--- src/rtl/paddsb_pkg.sv ---
// Shared definitions for the PADDSB sequencer: lane geometry, FSM encoding and lane clamp values.
package paddsb_pkg;

   localparam int PKG_NW    = 4;
   localparam int PKG_LANES = 4;

   localparam logic [1:0] ST_IDLE = 2'd0;
   localparam logic [1:0] ST_RUN  = 2'd1;
   localparam logic [1:0] ST_DONE = 2'd2;

   localparam logic [PKG_NW-1:0] SAT_POS = {1'b0, {(PKG_NW-1){1'b1}}};
   localparam logic [PKG_NW-1:0] SAT_NEG = {1'b1, {(PKG_NW-1){1'b0}}};

endpackage

--- src/rtl/paddsb_lane_alu.sv ---
// Combinational NW-bit signed add/sub lane with overflow detect.
// Macro PADDSB_SATURATE_EN clamps overflowed lanes instead of wrapping.
module paddsb_lane_alu
   import paddsb_pkg::*;
#(
   parameter int NW = PKG_NW
) (
   input  logic [NW-1:0] i_a,
   input  logic [NW-1:0] i_b,
   input  logic          i_sub,
   output logic [NW-1:0] o_sum,
   output logic          o_ovfl
);

   localparam logic [NW-1:0] L_SAT_POS = {1'b0, {(NW-1){1'b1}}};
   localparam logic [NW-1:0] L_SAT_NEG = {1'b1, {(NW-1){1'b0}}};

   logic [NW-1:0] w_b_eff;
   logic [NW-1:0] w_raw;

   assign w_b_eff = i_sub ? ~i_b : i_b;
   assign w_raw   = i_a + w_b_eff + {{(NW-1){1'b0}}, i_sub};
   assign o_ovfl  = (i_a[NW-1] == w_b_eff[NW-1]) && (w_raw[NW-1] != i_a[NW-1]);

`ifdef PADDSB_SATURATE_EN
   // Overflow direction follows the operand sign: positive operands can only overflow upward.
   assign o_sum = o_ovfl ? (i_a[NW-1] ? L_SAT_NEG : L_SAT_POS) : w_raw;
`else
   assign o_sum = w_raw;
`endif

endmodule

--- src/rtl/paddsb_seq_ctrl.sv ---
// Time-multiplexed packed sub-word add/sub: one lane ALU stepped across all lanes, valid/ready I/O.
// Optional macro PADDSB_SATURATE_EN selects clamping of overflowed lanes.
module paddsb_seq_ctrl
   import paddsb_pkg::*;
#(
   parameter int NW    = PKG_NW,
   parameter int LANES = PKG_LANES
) (
   input  logic                  i_clk,
   input  logic                  i_rst,
   input  logic                  i_in_valid,
   output logic                  o_in_ready,
   input  logic [NW*LANES-1:0]   i_in_a,
   input  logic [NW*LANES-1:0]   i_in_b,
   input  logic                  i_in_sub,
   output logic                  o_out_valid,
   input  logic                  i_out_ready,
   output logic [NW*LANES-1:0]   o_out_sum,
   output logic [LANES-1:0]      o_out_ovfl,
   output logic                  o_out_err
);

   localparam int DW  = NW * LANES;
   localparam int LIW = $clog2(LANES);

   logic [1:0]       r_state;
   logic [LIW-1:0]   r_idx;
   logic [DW-1:0]    r_a;
   logic [DW-1:0]    r_b;
   logic             r_sub;
   logic [DW-1:0]    r_sum;
   logic [LANES-1:0] r_ovfl;
   logic             r_err;
   logic             r_out_valid;

   logic [NW-1:0]    w_lane_a;
   logic [NW-1:0]    w_lane_b;
   logic [NW-1:0]    w_lane_sum;
   logic             w_lane_ovfl;
   logic [DW-1:0]    w_sum_next;
   logic [LANES-1:0] w_ovfl_next;
   logic             w_last;

   assign w_lane_a = r_a[NW*r_idx +: NW];
   assign w_lane_b = r_b[NW*r_idx +: NW];
   assign w_last   = (r_idx == LIW'(LANES-1));

   paddsb_lane_alu #(.NW(NW)) u_lane_alu (
      .i_a    (w_lane_a),
      .i_b    (w_lane_b),
      .i_sub  (r_sub),
      .o_sum  (w_lane_sum),
      .o_ovfl (w_lane_ovfl)
   );

   // Result vectors with the current lane slot replaced by the lane ALU output.
   always_comb begin
      w_sum_next               = r_sum;
      w_ovfl_next              = r_ovfl;
      w_sum_next[NW*r_idx +: NW] = w_lane_sum;
      w_ovfl_next[r_idx]       = w_lane_ovfl;
   end

   // FSM, lane counter, operand and result registers.
   always_ff @(posedge i_clk) begin
      if (i_rst) begin
         r_state     <= ST_IDLE;
         r_idx       <= '0;
         r_a         <= '0;
         r_b         <= '0;
         r_sub       <= 1'b0;
         r_sum       <= '0;
         r_ovfl      <= '0;
         r_err       <= 1'b0;
         r_out_valid <= 1'b0;
      end else begin
         case (r_state)
            ST_IDLE: begin
               if (i_in_valid) begin
                  r_a     <= i_in_a;
                  r_b     <= i_in_b;
                  r_sub   <= i_in_sub;
                  r_sum   <= '0;
                  r_ovfl  <= '0;
                  r_err   <= 1'b0;
                  r_idx   <= '0;
                  r_state <= ST_RUN;
               end
            end
            ST_RUN: begin
               r_sum  <= w_sum_next;
               r_ovfl <= w_ovfl_next;
               if (w_last) begin
                  r_idx       <= '0;
                  r_err       <= |w_ovfl_next;
                  r_out_valid <= 1'b1;
                  r_state     <= ST_DONE;
               end else begin
                  r_idx <= r_idx + LIW'(1);
               end
            end
            ST_DONE: begin
               if (i_out_ready) begin
                  r_out_valid <= 1'b0;
                  r_state     <= ST_IDLE;
               end
            end
            default: begin
               r_idx       <= '0;
               r_out_valid <= 1'b0;
               r_state     <= ST_IDLE;
            end
         endcase
      end
   end

   assign o_in_ready  = (r_state == ST_IDLE);
   assign o_out_valid = r_out_valid;
   assign o_out_sum   = r_sum;
   assign o_out_ovfl  = r_ovfl;
   assign o_out_err   = r_err;

endmodule

--- config.mk ---
export PLATFORM = sky130hd
export DESIGN_NAME = paddsb_seq_ctrl
export DESIGN_NICKNAME = d
export VERILOG_FILES = /design/src/rtl/paddsb_pkg.sv /design/src/rtl/paddsb_lane_alu.sv /design/src/rtl/paddsb_seq_ctrl.sv
export SDC_FILE = /design/constraint.sdc
export NUM_CORES = 1
export LEC_CHECK = 0
export CAP_MARGIN = 20
export CORE_AREA = 2 2 97 76
export CTS_CLUSTER_DIAMETER = 60
export DETAILED_ROUTE_END_ITERATION = 10
export DIE_AREA = 0 0 99 78
export GPL_TIMING_DRIVEN = 0
export PLACE_DENSITY = 0.72
export SETUP_SLACK_MARGIN = 0.5
export SYNTH_ARGS = -nofsm -noshare
export SYNTH_HDL_FRONTEND = slang
export SYNTH_SLANG_ARGS = --single-unit
--- constraint.sdc ---
create_clock -name i_clk -period 4 [get_ports i_clk]
set_clock_uncertainty 0.15 [all_clocks]
set_input_delay 0.8 -clock i_clk [delete_from_list [all_inputs] [get_ports i_clk]]
set_output_delay 0.8 -clock i_clk [all_outputs]
set_load 0.03 [all_outputs]
==> results.md <==
- Total GRT Usage: 17.5%
- I/O pin count: 60
- Seq. cell area: 0.00118 mm^2
- # nets final: 419
- Via count: 2312
- Post-route minimum period: 3.07 ns
- Core footprint: 0.00667 mm^2
- EDFF count, synth: 0
- Commonest cells after routing, fill and taps aside: nand2_1, dfxtp_1, clkdlybuf4s50_1
- Distinct cell type count after synthesis: 35
- Design Area, Final: 0.00348 mm^2
- Post-CTS Repair Setup Buffers: 0
- Fin. max-slew vios: 0
- Largest fanout on the critical path: 10
- Leakage power: 1.27 nW
- Diodes inserted: 0
- Fraction of the mapped netlist area in compound gates: 15.5%
- Wire per inst: 13.7 um
- Congestion Overflow GR: 0
- Adder-cell area share of the yosys netlist: 4.58%
- CTS resizes: 0
- Worst skew pair latency: 0.34 ns
- Clock root cell: clkbuf_8
- Row cnt: 26
- Final Hold Vio Count: 0
- RSZ-0062 raised after global routing: false
- Layout area overhead: 32.7%
- H-tree depth: 3
- Mapped Area: 0.00262 mm^2
- Detailed Routing Iterations Pass 1: 4
- Antenna violations before repair: 0
- Seq/Total Area, Yosys: 45.0%
- Area leader, netlist: dfxtp_1
- CTS tree: yes
- Synthesis-stage register bit count: 59
- Max VDD drop: 0.000172 V
- Max_slew headroom: 47.7%
- Port bufs: 58
- Die Area: 0.00772 mm^2
- CTS Buf Count: 9
- Clock Sinks: 59
- Post-synthesis simple-gate area fraction: 19.9%
- Hold buffer count at cts: 0
- Vias in the first global route: 2248
- Most common cell after layout, fill and taps aside: nand2_1
- Synth warn: 0
- Multiplexer share of the synthesized area: 7.92%
- Final core occ: 52.2%
- Post-Syn Nets: 350
- Post-DP Area: 0.00331 mm^2
- Worst setup EP type: flop
- CTS clk-pin slew, worst paths: 0.06 ns
- Hold Slack: 0.301 ns
- Status: finished, final reports clean
- Worst-Margin Slew: 0.781 ns
- Pin count of the biggest net entering global routing: 11
- Multi-input gate area: 0.00132 mm^2
- Worst min path class: reg2reg
- XOR/XNOR share of the synthesized area: 2.34%
- FFs w/ async S/R, synth: 0%
- Fmax: 0.326 GHz
- Main synth FF type: dfxtp_1
- Critical path arrival: 3.12 ns
- Sum Neg Setup Slack: 0 ns
- Clock buffer depth: 2
- Area contributors post-synth: dfxtp_1, nand2_1, a21oi_1, mux4_2, ha_1
- Crit start category: flop
- HPWL Detailed: 4740 um
- Vias per cell: 5.00
- Drt drc: 0
- First-pass GRT wire length: 10400 um
- Initial Util: 39.3%
- P per Cell Area: 377 mW/mm^2
- Die boundary height: 78 um
- # setup viols final: 0
- Required time of the critical path: 4.05 ns
- Post-Syn Instances: 304
- Largest family of logic cells by synthesized area: simple AND/OR/NAND/NOR gates
- Layout cells sized above 1: 7.67%
- DRT iter0 DRCs: 110
- Chip Width: 99 um
- FILL cells: 650
- GP Congestion: 0.808
- Post-synth top area share: 45.0%
- Final Cycle Share: 76.7%
- Mean Syn Cell Area: 8.63 um^2
- Max Cap Violations: 0
- DRT antenna net count: 0
- Total detailed-routing wirelength: 6340 um
- Worst setup path category: reg2reg
-- stage by stage --
stage	setup WS (ns)	instances	power, W
2_1_floorplan	1.34	304	0.000769
4_1_cts	0.918	462	0.00133
3_3_place_gp	1.01	446	0.000845
5_1_grt	0.739	462	0.00138
6_report	0.931	462	0.00131
3_5_place_dp	0.981	446	0.000850
-- power breakdown --
group / internal [W] / total [W] / switching, W
Combinational: 0.0000941 / 0.000213 / 0.000119
Clock: 0.000257 / 0.000475 / 0.000218
Sequential: 0.000612 / 0.000625 / 0.0000122
Total: 0.000964 / 0.00131 / 0.000350
-- per-layer routing --
metal  vias up  part of all wire (%)  track usage, %  wire length, um
li1       1170                     -               -                -
met4         0                   1.6            5.75              101
met2        90                    47            28.4             2970
met5         -                     0               0                0
met3         8                   7.6            5.77              484
met1      1044                    44            21.8             2790
-- critical path: stages (launching register included) --
cell     delay, ns
dfxtp_1       0.41
buf_6         0.17
buf_2         0.28
mux4_2        0.55
xor2_1        0.16
ha_1          0.34
a21oi_1       0.19
o21ai_2       0.10
xnor2_1       0.40
o21ai_0       0.17
-- registers in the layout, indices dropped and copies added, names as in the netlist --
register and cells:
o_out_err 1, o_out_ovfl 4, o_out_sum 16, o_out_valid 1
r_a 16, r_b 16, r_idx 2, r_state 2
r_sub 1
-- cell families (layout without fill, tap and decap cells) --
group / after synthesis / count (layout)
buffers and inverters: 30 / 104
muxes: 10 / 10
and+or+nand+nor: 121 / 121
xor gates and xnor gates: 7 / 7
AOI/OAI and AO/OA: 68 / 68
adders and majority gates: 9 / 9
DFF: 59 / 59
-- worst paths after layout --
| check | startpoint | to | slack (ns) | depth (start not counted) |
|---|---|---|---|---|
| worst min-delay path | r_b[3] | r_b[3] | 0.30 | 2 |
| worst min register to register | r_b[3] | r_b[3] | 0.30 | 2 |
| worst max-delay path | r_idx[0] | o_out_sum[3] | 0.93 | 9 |
| worst max register to register | r_idx[0] | o_out_sum[3] | 0.93 | 9 |
-- layout make-up --
cell class / instances / share of cell area [%]
Tap cell: 84 / 3.02
Inverter: 9 / 0.971
Multi-Input combinational cell: 215 / 37.8
Buffer: 21 / 2.62
Clock inverter: 2 / 0.288
Sequential cell: 59 / 33.9
Clock buffer: 14 / 4.67
Timing Repair Buffer: 58 / 16.7
-- Yosys cell counts, drive strengths merged (3+ instances only) --
cell type,count
buf,5
mux4,8
ha,8
a22oi,12
xor2,3
inv,9
clkbuf,16
a21oi,38
xnor2,4
nand2,78
nand2b,7
nor2,18
dfxtp,59
nand3b,4
nor2b,4
o21ai,6
o31ai,4
Note: power is estimated with default switching activity, not from simulation.
